===== config.mk =====
export PLATFORM = sky130hd
export DESIGN_NAME = alu_issue_stage
export DESIGN_NICKNAME = d
export VERILOG_FILES = /design/src/rtl/alu_pkg.sv /design/src/rtl/alu_ctrl_decode.sv /design/src/rtl/alu_issue_stage.sv
export SDC_FILE = /design/constraint.sdc
export NUM_CORES = 1
export LEC_CHECK = 0
export BUFFER_PORTS_ARGS = -buffer_cell sky130_fd_sc_hd__buf_2
export CORE_MARGIN = 4
export CORE_UTILIZATION = 56
export CTS_CLUSTER_DIAMETER = 80
export DETAILED_ROUTE_END_ITERATION = 6
export PLACE_DENSITY = 0.84
export SYNTH_ARGS = -nofsm -noshare
export SYNTH_HDL_FRONTEND = slang
export SYNTH_SLANG_ARGS = --single-unit

===== constraint.sdc =====
create_clock -name clk -period 10.59 [get_ports clk]
set_input_delay 2.6475 -clock clk [delete_from_list [all_inputs] [get_ports clk]]
set_output_delay 2.6475 -clock clk [all_outputs]
set_load 0.02 [all_outputs]

===== src/rtl/alu_pkg.sv =====
// Shared ALU definitions: control codes used by the issue stage and the
// execute-stage logical, arithmetic and shift units, plus decode constants.
package alu_pkg;

    typedef enum logic [3:0] {
        AluAdd     = 4'b0000,
        AluSub     = 4'b0001,
        AluAnd     = 4'b0010,
        AluOr      = 4'b0011,
        AluXor     = 4'b0100,
        AluSll     = 4'b0101,
        AluSrl     = 4'b0110,
        AluSra     = 4'b0111,
        AluSlt     = 4'b1000,
        AluSltu    = 4'b1001,
        AluIllegal = 4'b1111
    } alu_ctrl_t;

    localparam logic [6:0] OPC_OP    = 7'b0110011;
    localparam logic [6:0] OPC_OPIMM = 7'b0010011;

    localparam logic [6:0] F7_BASE = 7'b0000000;
    localparam logic [6:0] F7_ALT  = 7'b0100000;

endpackage


===== src/rtl/alu_ctrl_decode.sv =====
// Combinational RV32I OP / OP-IMM decoder producing the ALU control code,
// an illegal flag and the operand-B select.
module alu_ctrl_decode
    import alu_pkg::*;
(
    input  logic [6:0] opcode,
    input  logic [2:0] funct3,
    input  logic [6:0] funct7,
    output alu_ctrl_t  alu_ctrl,
    output logic       illegal,
    output logic       use_imm
);

    always_comb begin
        alu_ctrl = AluIllegal;
        illegal  = 1'b1;
        // Operand B follows the opcode class even when the encoding is illegal.
        use_imm  = (opcode == OPC_OPIMM);

        unique case (opcode)
            OPC_OP: begin
                if (funct7 == F7_BASE) begin
                    illegal = 1'b0;
                    case (funct3)
                        3'b000:  alu_ctrl = AluAdd;
                        3'b001:  alu_ctrl = AluSll;
                        3'b010:  alu_ctrl = AluSlt;
                        3'b011:  alu_ctrl = AluSltu;
                        3'b100:  alu_ctrl = AluXor;
                        3'b101:  alu_ctrl = AluSrl;
                        3'b110:  alu_ctrl = AluOr;
                        3'b111:  alu_ctrl = AluAnd;
                        default: alu_ctrl = AluIllegal;
                    endcase
                end else if (funct7 == F7_ALT && funct3 == 3'b000) begin
                    illegal  = 1'b0;
                    alu_ctrl = AluSub;
                end else if (funct7 == F7_ALT && funct3 == 3'b101) begin
                    illegal  = 1'b0;
                    alu_ctrl = AluSra;
                end
            end
            OPC_OPIMM: begin
                case (funct3)
                    3'b000: begin
                        illegal  = 1'b0;
                        alu_ctrl = AluAdd;
                    end
                    3'b010: begin
                        illegal  = 1'b0;
                        alu_ctrl = AluSlt;
                    end
                    3'b011: begin
                        illegal  = 1'b0;
                        alu_ctrl = AluSltu;
                    end
                    3'b100: begin
                        illegal  = 1'b0;
                        alu_ctrl = AluXor;
                    end
                    3'b110: begin
                        illegal  = 1'b0;
                        alu_ctrl = AluOr;
                    end
                    3'b111: begin
                        illegal  = 1'b0;
                        alu_ctrl = AluAnd;
                    end
                    3'b001: begin
                        if (funct7 == F7_BASE) begin
                            illegal  = 1'b0;
                            alu_ctrl = AluSll;
                        end
                    end
                    3'b101: begin
                        if (funct7 == F7_BASE) begin
                            illegal  = 1'b0;
                            alu_ctrl = AluSrl;
                        end else if (funct7 == F7_ALT) begin
                            illegal  = 1'b0;
                            alu_ctrl = AluSra;
                        end
                    end
                    default: begin
                        illegal  = 1'b1;
                        alu_ctrl = AluIllegal;
                    end
                endcase
            end
            default: begin
                illegal  = 1'b1;
                alu_ctrl = AluIllegal;
            end
        endcase
    end

endmodule


===== src/rtl/alu_issue_stage.sv =====
// Decode-to-execute issue stage: ALU control decode, operand-B mux and a
// 2-entry skid buffer (output register + skid register) with flush.
module alu_issue_stage
    import alu_pkg::*;
#(
    parameter int unsigned XLEN = 32
) (
    input  logic            clk,
    input  logic            rst,
    input  logic            flush,
    input  logic            in_valid,
    output logic            in_ready,
    input  logic [6:0]      in_opcode,
    input  logic [2:0]      in_funct3,
    input  logic [6:0]      in_funct7,
    input  logic [XLEN-1:0] in_rs1,
    input  logic [XLEN-1:0] in_rs2,
    input  logic [XLEN-1:0] in_imm,
    output logic            out_valid,
    input  logic            out_ready,
    output logic [XLEN-1:0] out_rs1,
    output logic [XLEN-1:0] out_op2,
    output logic [3:0]      out_alu_ctrl,
    output logic            out_illegal
);

    typedef struct packed {
        logic [XLEN-1:0] rs1;
        logic [XLEN-1:0] op2;
        alu_ctrl_t       alu_ctrl;
        logic            illegal;
    } entry_t;

    alu_ctrl_t dec_alu_ctrl;
    logic      dec_illegal;
    logic      dec_use_imm;

    alu_ctrl_decode u_decode (
        .opcode   (in_opcode),
        .funct3   (in_funct3),
        .funct7   (in_funct7),
        .alu_ctrl (dec_alu_ctrl),
        .illegal  (dec_illegal),
        .use_imm  (dec_use_imm)
    );

    entry_t in_entry;
    entry_t out_q, out_d;
    entry_t skid_q, skid_d;
    logic   out_valid_q, out_valid_d;
    logic   skid_valid_q, skid_valid_d;
    logic   accept;
    logic   out_load;

    always_comb begin
        in_entry.rs1      = in_rs1;
        in_entry.op2      = dec_use_imm ? in_imm : in_rs2;
        in_entry.alu_ctrl = dec_alu_ctrl;
        in_entry.illegal  = dec_illegal;
    end

    // in_ready depends only on registered state, never on out_ready.
    assign in_ready = !skid_valid_q;
    assign accept   = in_valid && in_ready;
    assign out_load = !out_valid_q || out_ready;

    always_comb begin
        out_d        = out_q;
        skid_d       = skid_q;
        out_valid_d  = out_valid_q;
        skid_valid_d = skid_valid_q;

        if (flush) begin
            out_valid_d  = 1'b0;
            skid_valid_d = 1'b0;
        end else if (out_load) begin
            if (skid_valid_q) begin
                // Skid full implies no accept this cycle, so the skid simply drains.
                out_d        = skid_q;
                out_valid_d  = 1'b1;
                skid_valid_d = 1'b0;
            end else begin
                out_valid_d = accept;
                if (accept) begin
                    out_d = in_entry;
                end
            end
        end else if (accept) begin
            skid_d       = in_entry;
            skid_valid_d = 1'b1;
        end
    end

    always_ff @(posedge clk or posedge rst) begin
        if (rst) begin
            out_q        <= '0;
            skid_q       <= '0;
            out_valid_q  <= 1'b0;
            skid_valid_q <= 1'b0;
        end else begin
            out_q        <= out_d;
            skid_q       <= skid_d;
            out_valid_q  <= out_valid_d;
            skid_valid_q <= skid_valid_d;
        end
    end

    assign out_valid    = out_valid_q;
    assign out_rs1      = out_q.rs1;
    assign out_op2      = out_q.op2;
    assign out_alu_ctrl = out_q.alu_ctrl;
    assign out_illegal  = out_q.illegal;

endmodule


==> out/results.ini <==
[power_and_ir_drop]
power.total_mw=1.54
ir_worst_vdd_mv=0.127
power.density_nw_per_um2=191
p_leak_nw=3.84

[timing]
slew-limit-headroom_pct=25.4
tightest_slew_ns=1.12
setup_viol=0
timing.fmax_ghz=0.221
timing.final.crit_share_pct=42.7
fin_crit_ns=4.52
final-max-slew-violation-count=0
finalHoldViolations=0
rsz0062_at_grt=no
finalSetupTns_ns=0
skew_ns=0.00585

[final_layout]
drive_gt1_share_pct=37.5
final_common_cell=buf_2
area_delta_synth_final_pct=23.7
layout_common_cells=buf_2, dfrtp_1, nand2_1
finish.utilization_pct=70.6
final_nets=895
fin_cells=933
final_design_area_no_fill_um2=8060
insertedDiodeCount=0

[die]
initial_utilization_pct=57.1
die_x_um=116
dieArea_um2=13400
die_h_um=116
pin_count=189
rows=39
core_um2=11400

[yosys]
ys_ff_latch=140
synth_top_flop_cell=dfrtp_1
async_flop_share_pct=100
synth.avg_cell_area_um2=10.7
syn_nets=725
synth.cell_area_um2=6520
yosysSeqAreaShare_pct=53.8
synth.distinct_cells=36
synth-edff-count=0
ys_warn_count=0
synth_cells=607

[clock_network]
postCtsHoldBufs=0
cts.sinks=140
cts_tree=built
h-tree-depth=4
root_buffer=clkbuf_16
clockBufferDepth=2
clk_pin_slew_ns=0.06
clock_latency_ns=0.41
post_cts_buffers=0
cts_inserted_buffers=17
post_cts_resized=0

[routing]
wl_per_cell_um=15.7
ant_nets=0
drc_errors=0
vias=5098
drt-initial-drc-count=289
dr.pass1.iters=5
drt_wl_total_um=14700
vias_per_cell=5.46

[grt]
grt_pass1_vias=4998
antenna_found_initial=0
grt_max_degree=106
grt_pass1_wl_um=23400
grt-ovfl-total=0
grt_use_total_pct=22.2

[placement]
post_dp_cell_area_um2=7500
place_inst=901
gp_congestion=0.805
hpwl_um=10000
portBuffers=188

[setup_path]
worstPathMaxFanout=69
critPathKind=reg -> out
cp-end-kind=primary output
cp-start-kind=flip-flop
worstPathRequired_ns=7.94
cp.arrival_ns=1.87

[flow_run]
cap_violations=0

[run_status]
status=complete, no violations

[hold_path]
hold_path.class=reg -> reg

-- flip-flops by register name, indices dropped and copies added, names as in the netlist --
signal / cells
skid_q: 69
out_op2: 32
out_rs1: 32
out_alu_ctrl: 4
out_illegal: 1
out_valid: 1
skid_valid_q: 1
-- where the power goes --
part / internal (mW) / switching [mW] / leakage (nW) / total (mW)
Clock: 0.341 / 0.216 / 0.276 / 0.556
Sequential: 0.642 / 0.0594 / 1.73 / 0.702
Combinational: 0.118 / 0.165 / 1.84 / 0.283
Total: 1.10 / 0.440 / 3.84 / 1.54
-- cell type report --
type / instances / area, um2
fillers: 854 / 3360
repair buffers: 193 / 978
multi-input cells: 421 / 2820
flip-flops and latches: 140 / 3500
well taps: 143 / 179
clock buffers: 22 / 474
inverters: 4 / 20.0
clock inverters: 10 / 91.3
-- worst max-delay path, cell delays in order (launching register included) --
cell and delay (ns):
dfrtp_2 0.40, inv_2 0.72, buf_2 0.32
-- routing by layer --
layer	share of wire, %	GRT usage, %	up-vias	wire length, um
li1	-	-	2428	-
met1	41	28.1	2472	6040
met2	50	36.8	177	7360
met3	7.4	5.64	21	1080
met4	1.4	8.51	0	204
met5	0	0	-	0
-- synthesized netlist by cell type (2+ instances only) --
cell type	instances	area share [%]
dfrtp_1	140	54
nand2_1	109	6.3
o21ai_0	74	5.7
mux2i_1	66	10
nor2_1	43	2.5
mux2_2	33	5.7
and2_1	31	3.0
o31ai_2	29	5.6
clkbuf_1	25	1.4
buf_2	8	0.61
a21oi_1	6	0.46
buf_1	6	0.35
inv_1	4	0.23
o31ai_1	4	0.46
and2_4	3	0.40
buf_6	3	0.52
nor2b_1	2	0.19
nor3_1	2	0.15
or3_1	2	0.19
-- worst paths after layout --
check                              from              end  slack (ns)  cells after the start
hold reg to reg              skid_q[31]       skid_q[31]        0.48                      2
min in group asynchronous           rst       out_rs1[1]        2.31                      2
hold / removal               skid_q[31]       skid_q[31]        0.48                      2
setup reg to reg           skid_valid_q  out_alu_ctrl[1]        7.77                      7
max in group asynchronous           rst     skid_valid_q        6.88                      3
setup / recovery           skid_valid_q         in_ready        6.07                      2
-- kinds of logic after synthesis --
| logic type | Yosys count | synth area share [%] |
|---|---|---|
| multiplexers | 99 | 15.8 |
| buffers and inverters | 46 | 3.15 |
| flip-flops | 140 | 53.8 |
| XOR/XNOR | 1 | 0.134 |
| AO/OA/AOI/OAI | 121 | 13.2 |
| AND/OR/NAND/NOR | 200 | 13.9 |
-- stage by stage --
step	worst slack (ns)	hold WS (ns)
3_3_place_gp	5.79	0.458
5_1_grt	5.88	0.497
3_5_place_dp	5.73	0.468
6_report	6.07	0.477
2_1_floorplan	4.19	0.450
4_1_cts	6.04	0.480
No activity file was read; power rests on OpenSTA's default activity.
